$ cat config.mk
export PLATFORM = sky130hd
export DESIGN_NAME = vx_cache_wb_drain
export DESIGN_NICKNAME = d
export VERILOG_FILES = /design/src/rtl/vx_cache_wb_drain.sv
export SDC_FILE = /design/constraint.sdc
export NUM_CORES = 1
export LEC_CHECK = 0
export BUFFER_PORTS_ARGS = -buffer_cell sky130_fd_sc_hd__buf_2
export CAP_MARGIN = 10
export CORE_ASPECT_RATIO = 1.5
export CORE_MARGIN = 4
export CORE_UTILIZATION = 59
export CTS_BUF_LIST = sky130_fd_sc_hd__clkbuf_8 sky130_fd_sc_hd__clkbuf_16
export CTS_CLUSTER_SIZE = 10
export DETAILED_ROUTE_END_ITERATION = 8
export PLACE_DENSITY_LB_ADDON = 0.1
export SETUP_SLACK_MARGIN = 0.2
export SLEW_MARGIN = 0
export SYNTH_ARGS = -nofsm -noshare
export SYNTH_HDL_FRONTEND = slang
export SYNTH_SLANG_ARGS = --single-unit
$ cat constraint.sdc
create_clock -name clk -period 15.1 [get_ports clk]
set_input_delay 0.755 -clock clk [delete_from_list [all_inputs] [get_ports clk]]
set_output_delay 0.755 -clock clk [all_outputs]
set_load 0.005 [all_outputs]
$ cat src/rtl/vx_cache_wb_drain.sv
// Writeback drain buffer: queues dirty lines, serializes them into memory write beats
// (skipping clean beats), and answers address probes against lines still draining.
module vx_cache_wb_drain #(
   parameter int LINE_SIZE       = 16,
   parameter int MEM_DATA_SIZE   = 4,
   parameter int LINE_ADDR_WIDTH = 26,
   parameter int DEPTH           = 2,
   parameter int SKIP_EMPTY      = 1
) (
   input  logic                                   clk,
   input  logic                                   reset,
   input  logic                                   evict_valid,
   output logic                                   evict_ready,
   input  logic [LINE_ADDR_WIDTH-1:0]             evict_addr,
   input  logic [LINE_SIZE*8-1:0]                 evict_data,
   input  logic [LINE_SIZE-1:0]                   evict_byteen,
   output logic                                   mem_req_valid,
   input  logic                                   mem_req_ready,
   output logic [LINE_ADDR_WIDTH+$clog2(LINE_SIZE/MEM_DATA_SIZE)-1:0] mem_req_addr,
   output logic [MEM_DATA_SIZE*8-1:0]             mem_req_data,
   output logic [MEM_DATA_SIZE-1:0]               mem_req_byteen,
   input  logic [LINE_ADDR_WIDTH-1:0]             lookup_addr,
   output logic                                   lookup_hit,
   output logic                                   empty
);

   localparam int BEATS     = LINE_SIZE / MEM_DATA_SIZE;
   localparam int BIDX_W    = $clog2(BEATS);
   localparam int BEAT_W    = (BIDX_W > 0) ? BIDX_W : 1;
   localparam int PTR_W     = $clog2(DEPTH);
   localparam int CNT_W     = PTR_W + 1;
   localparam int BEAT_BITS = MEM_DATA_SIZE * 8;

   logic [LINE_ADDR_WIDTH-1:0] addr_q   [DEPTH];
   logic [LINE_SIZE*8-1:0]     data_q   [DEPTH];
   logic [LINE_SIZE-1:0]       byteen_q [DEPTH];

   logic [PTR_W-1:0]  wr_ptr;
   logic [PTR_W-1:0]  rd_ptr;
   logic [CNT_W-1:0]  count;
   logic [BEAT_W-1:0] beat;

   logic                     is_empty;
   logic                     push;
   logic                     pop;
   logic                     advance;
   logic                     skip_adv;
   logic                     last_beat;
   logic [LINE_SIZE-1:0]     head_be;
   logic [LINE_SIZE*8-1:0]   head_data;
   logic [MEM_DATA_SIZE-1:0] beat_be;
   logic [DEPTH-1:0]         match;

   assign is_empty    = (count == '0);
   assign empty       = is_empty;
   assign evict_ready = (count != CNT_W'(DEPTH));
   assign push        = evict_valid && evict_ready;

   assign head_be   = byteen_q[rd_ptr];
   assign head_data = data_q[rd_ptr];
   assign beat_be   = head_be[int'(beat)*MEM_DATA_SIZE +: MEM_DATA_SIZE];

   // A clean beat is consumed silently in one cycle instead of waiting on memory.
   assign mem_req_valid = !is_empty && ((SKIP_EMPTY == 0) || (beat_be != '0));
   assign skip_adv      = (SKIP_EMPTY != 0) && !is_empty && (beat_be == '0);
   assign advance       = (mem_req_valid && mem_req_ready) || skip_adv;
   assign last_beat     = (beat == BEAT_W'(BEATS - 1));
   assign pop           = advance && last_beat;

   assign mem_req_data   = head_data[int'(beat)*BEAT_BITS +: BEAT_BITS];
   assign mem_req_byteen = beat_be;

   generate
      if (BIDX_W > 0) begin : g_multi_beat
         assign mem_req_addr = {addr_q[rd_ptr], beat};
      end else begin : g_single_beat
         assign mem_req_addr = addr_q[rd_ptr];
      end
   endgenerate

   // An entry is resident when its distance from the read pointer is below count.
   for (genvar i = 0; i < DEPTH; i++) begin : g_lookup
      logic [PTR_W-1:0] off;
      assign off      = PTR_W'(i) - rd_ptr;
      assign match[i] = ({1'b0, off} < count) && (addr_q[i] == lookup_addr);
   end
   assign lookup_hit = |match;

   always_ff @(posedge clk) begin
      if (push) begin
         addr_q[wr_ptr]   <= evict_addr;
         data_q[wr_ptr]   <= evict_data;
         byteen_q[wr_ptr] <= evict_byteen;
      end
   end

   always_ff @(posedge clk or negedge reset) begin
      if (!reset) begin
         wr_ptr <= '0;
         rd_ptr <= '0;
         count  <= '0;
         beat   <= '0;
      end else begin
         if (push) wr_ptr <= wr_ptr + 1'b1;
         if (pop)  rd_ptr <= rd_ptr + 1'b1;
         case ({push, pop})
            2'b10:   count <= count + 1'b1;
            2'b01:   count <= count - 1'b1;
            default: count <= count;
         endcase
         if (advance) beat <= last_beat ? '0 : beat + 1'b1;
      end
   end

endmodule

# Yosys cells after proc, flatten, opt, wreduce, memory -nomap -nowiden
# Memories as Yosys holds them, arrays and structs flattened.
# Index checks and enable logic that the tools add are counted.
[word_totals]
ramBits = 340
wordCells = 42
register_bits = 6
input_bits = 200
memories = 3
output_inout_bits = 68
[mem_list]
columns = ["name", "words", "word_bits", "read_ports", "rd_ports_with_merged_regs", "wr", "line", "source"]
rows = [
  ["data_q", 2, 128, 1, 0, 1, "35", "logic [LINE_SIZE*8-1:0] data_q [DEPTH];"],
  ["addr_q", 2, 26, 3, 0, 1, "34", "logic [LINE_ADDR_WIDTH-1:0] addr_q [DEPTH];"],
  ["byteen_q", 2, 16, 1, 0, 1, "36", "logic [LINE_SIZE-1:0] byteen_q [DEPTH];"],
]
[classes]
shift = 2
reduce_logical = 14
eq_ne = 6
mux = 4
addsub = 7
order_cmp = 2
[op_table]
columns = ["cell", "count"]
rows = [
  ["128-bit by 8-bit variable part select with 32-bit output", 1],
  ["26-bit equality test", 2],
  ["16-bit by 5-bit variable part select with 4-bit output", 1],
  ["1-bit logical AND", 7],
  ["2-bit by 1-bit adder with 2-bit output (second input constant)", 2],
  ["2-bit equality test (second input constant)", 2],
  ["4-bit logical NOT", 1],
  ["1-bit by 2-bit < comparator with 1-bit output", 2],
  ["2-bit one-hot mux with 2 select lines", 1],
  ["4-bit nonzero test", 1],
  ["1-bit adder (second input constant)", 2],
  ["2-bit by 1-bit equality test with 1-bit output (second input constant)", 1],
  ["2-bit logical NOT", 1],
  ["1-bit 2-to-1 mux", 2],
  ["2-bit 2-to-1 mux", 1],
  ["2-bit inequality test (second input constant)", 1],
  ["2-bit nonzero test", 1],
  ["2-bit OR reduction", 1],
  ["1-bit subtractor (first input constant)", 2],
  ["2-bit by 1-bit subtractor with 2-bit output (second input constant)", 1],
  ["1-bit logical NOT", 1],
  ["1-bit logical OR", 1],
]

# Depth between registers and ports, before layout
# An unclocked memory read counts as a cell.
[depth]
depth_word = 9
depth_mapped = 9

# Worst setup path before layout
# OpenSTA, ideal clock, no wires.
[synth_timing]
path_type = "flip-flop to flip-flop"
from = "register count[0]"
to = "memory addr_q[0][0] (enable)"
required_time_ps = 14398
setup_ps = 702
path_slack_ps = 6487
path_stages_with_launch = 5
t_arrival_ps = 7911
cell_sequence = "dfrtp_1 -> clkbuf_1 -> nand2b_1 -> nand2_1 -> nor2_1"
[synth_via]
elab_chain_cells = 4
[synth_rtl]
columns = ["element", "line", "source"]
rows = [
  ["from (decl)", "40", "logic [CNT_W-1:0] count;"],
  ["from (signal assigned)", "107", "2'b10: count <= count + 1'b1;"],
  ["from (signal assigned)", "108", "2'b01: count <= count - 1'b1;"],
  ["from (signal assigned)", "109", "default: count <= count;"],
  ["2-bit inequality test", "56", "assign evict_ready = (count != CNT_W'(DEPTH));"],
  ["named net evict_ready", "13", "output logic evict_ready,"],
  ["1-bit logical AND", "57", "assign push = evict_valid && evict_ready;"],
  ["1-bit 2-to-1 mux", "90", "if (push) begin"],
  ["1-bit 2-to-1 mux (implied by the code)", "91", "addr_q[wr_ptr] <= evict_addr;"],
  ["to (decl)", "34", ""],
]
# The timed path passes the listed nets, and every way through them passes these cells.

# Worst setup path after layout
[layout_timing]
from = "register rd_ptr"
to = "output mem_req_valid"
[layout_via]
elab_chain_cells = 4
[layout_rtl]
columns = ["element", "line", "source"]
rows = [
  ["from (decl)", "39", "logic [PTR_W-1:0] rd_ptr;"],
  ["from (signal assigned)", "105", "if (pop) rd_ptr <= rd_ptr + 1'b1;"],
  ["memory read 2 x 16 bit", "-", ""],
  ["16-bit by 5-bit variable part select with 4-bit output", "61", "assign beat_be = head_be[int'(beat)*MEM_DATA_SIZE +: MEM_DATA_SIZE];"],
  ["4-bit nonzero test", "64", "assign mem_req_valid = !is_empty && ((SKIP_EMPTY == 0) || (beat_be != '0));"],
  ["1-bit logical AND", "64", ""],
  ["to (decl)", "17", "output logic mem_req_valid,"],
]
# Every way passes these cells.

==> results.cfg <==
[final_layout]
area_growth_pct = 20.5
nets = 1090
layout-drive-gt1-share = 0.484
finalInstanceArea_sq_um = 16300

[detailed_routing]
drc = 0
first_pass_iters = 4
wl_microns = 26900
first_iter_violations = 416
via_count = 6785
ant_nets = 0
wire_per_inst_microns = 22.8
vias_per_cell = 5.75

[critical_path]
arrival_ns = 3.92
path_max_fanout = 60
endpoint = mem_req_valid
r2r-end = count[1]
cp-startpoint = rd_ptr
cp_slowest_cell = dfrtp_4
reg2reg_slack_ns = 11.02
worstPathRequired_ns = 14.35
path_class = register to output port
r2r-start = rd_ptr
cpPeakStageDelay_ns = 1.13
crit_path_end_kind = output port
start_kind = register
crit_chain = buf_4 -> mux4_2 -> mux2_2 -> nor4_4 -> nor2_1 -> buf_2
reg2reg_depth = 9

[power_and_ir_drop]
powerDensity_nw_per_um2 = 193
p_int_mw = 2.29
peakVddDrop_mv = 0.123
p_switching_mw = 0.863
p_comb_frac = 0.268
pwr-share-clk = 0.266
seqPwrFrac = 0.466
switching_share = 0.274
p_leak_nw = 5.81

[floorplanning]
die_w_microns = 132
core-area_sq_um = 22500
ioPinCount = 268
dieArea_sq_um = 25500
die_h_microns = 194
start_util = 0.603
row_count = 67

[sta]
hold_viol = 0
post-route-period-util = 0.309
setup_viol = 0
fin_skew_ns = 0.00996
tightest_slew_ns = 1.07
fin_crit_ns = 4.67
relSlewSlack = 0.287
slew_violations = 0
rsz0062_at_grt = no
timing.fmax_mhz = 214
finalSetupTns_ns = 0

[clock_network]
post_cts_buffers = 0
cts.sinks = 346
cts_hold_buf = 0
cts_made_buffers = 40
cts_htree_levels = 2
clk_path_buf_depth = 3
clkLatencyLatePin_ns = 0.51
clk_pin_slew_ns = 0.06
cts_tree = done
cts_root_buf = clkbuf_16
cts_resized = 0

[global_routing]
grt_max_degree = 75
grt_pass1_wl_microns = 42500
antenna_found_initial = 7
grt.total_usage = 0.215
grt_overflow = 0
grt_pass1_vias = 7903

[logic_synthesis]
synth.distinct_cells = 27
avgSynthCellArea_sq_um = 22.7
netlist_area_sq_um = 13500
seq_area_frac_synth = 0.765
syn_inst = 597
ys_ff_latch = 346
syn_nets = 799
yosysWarnings = 0

[job]
maxCapViolCount = 0

[placement]
gp_congestion = 0.774
placed_area_sq_um = 15200
portBuffers = 267
post-dp-hpwl_microns = 18000

[run_status]
status = complete, no violations

[worst_hold_path]
hold_class = primary input to asynchronous set/reset pin
layout make-up:
| class | instances | area [sq um] |
|---|---|---|
| clock buffers | 42 | 1050 |
| multi-input cells | 226 | 3080 |
| repair buffers | 273 | 1380 |
| flip-flops and latches | 346 | 10400 |
| clock inverters | 8 | 68.8 |
| inverters | 1 | 3.75 |
| fillers | 1388 | 6150 |
| well taps | 276 | 345 |
| diodes | 7 | 17.5 |
synthesized netlist by cell type, drive strengths merged:
cell type / count / area, sq um
and3: 1 / 6.26
mux4: 72 / 1620
ha: 2 / 25.0
nor2: 5 / 18.8
edfxtp: 340 / 10200
a21oi: 2 / 10.0
nand2b: 1 / 6.26
o22a: 1 / 10.0
inv: 1 / 3.75
nor3: 2 / 10.0
dfrtp: 6 / 150
o221a: 1 / 11.3
xor2: 15 / 131
buf: 15 / 78.8
nand2: 1 / 3.75
nand4: 11 / 68.8
clkbuf: 9 / 33.8
nor4: 5 / 46.3
mux2: 64 / 724
xnor2: 42 / 368
o41ai: 1 / 8.76
logic make-up after synthesis:
| kind of cell | Yosys count | synth area share |
|---|---|---|
| buffers and inverters | 25 | 0.00859 |
| muxes | 136 | 0.173 |
| and+or+nand+nor | 26 | 0.0118 |
| AOI/OAI and AO/OA | 5 | 0.00296 |
| DFF | 346 | 0.765 |
| xor gates and xnor gates | 57 | 0.0369 |
| adders and majority gates | 2 | 0.00185 |
power groups by stage:
stage          sequential [mW]  combinational [mW]  clock, mW
2_1_floorplan             1.43               0.642          0
3_3_place_gp              1.48               0.843          0
3_5_place_dp              1.50               0.861          0
4_1_cts                   1.48               0.866      0.859
5_1_grt                   1.50               0.921      0.900
6_report                  1.47               0.845      0.837
worst min path at each step:
stage           start       end  slack, ns  depth (start not counted)
2_1_floorplan   reset   beat[0]       0.46                          0
3_3_place_gp   wr_ptr    wr_ptr       0.54                          1
3_5_place_dp   wr_ptr    wr_ptr       0.55                          1
4_1_cts         reset  count[0]       0.04                          1
5_1_grt         reset  count[0]       0.05                          1
6_report        reset  count[0]       0.06                          1
layer usage:
metal	up-vias	global-route usage	part of all wire
met4	6	0.0732	0.030
met3	64	0.0541	0.063
met1	3424	0.249	0.36
li1	3062	-	-
met5	-	0	0.0016
met2	229	0.389	0.55
through the flow:
step / power, mW / hold WS (ns) / setup slack, ns / cells / utilization
3_3_place_gp: 2.32 / 0.540 / 10.92 / 1122 / 0.676
6_report: 3.15 / 0.0613 / 10.43 / 1179 / 0.726
2_1_floorplan: 2.07 / 0.459 / 6.49 / 597 / -
3_5_place_dp: 2.36 / 0.547 / 10.89 / 1122 / 0.676
4_1_cts: 3.20 / 0.0394 / 10.32 / 1172 / 0.726
5_1_grt: 3.32 / 0.0526 / 10.06 / 1176 / 0.726
placed cells by master (no fill, tap or decap):
cell type and n:
mux2_4 1, nor2_4 1, mux4_2 72, o22a_2 1, diode_2 7, nor4_1 4
nand4_1 11, dfrtp_2 1, buf_2 267, a21oi_1 2, buf_4 6, inv_2 1
nor3_1 2, nor2_1 4, dfrtp_4 2, bufinv_16 1, o221a_2 1, xnor2_1 42
inv_1 6, clkinv_8 1, edfxtp_1 340, mux2_2 35, nand2b_1 1, dfrtp_1 3
and3_4 1, clkbuf_16 42, ha_1 2, nand2_1 1, nor4_4 1, mux2_1 28
xor2_1 15, o41ai_1 1
flip-flops by register name, summed over array words and instances, names as in the netlist:
name / flops
addr_q: 52
beat: 2
byteen_q: 32
count: 2
data_q: 256
rd_ptr: 1
wr_ptr: 1
worst max-delay path, delay by kind of cell (launching register included):
family	cells	cell delay, ns
buf+inv	2	0.91
flops	1	1.13
mux	2	0.91
simple gates	2	0.36
Power figures use the tool's default switching activity.
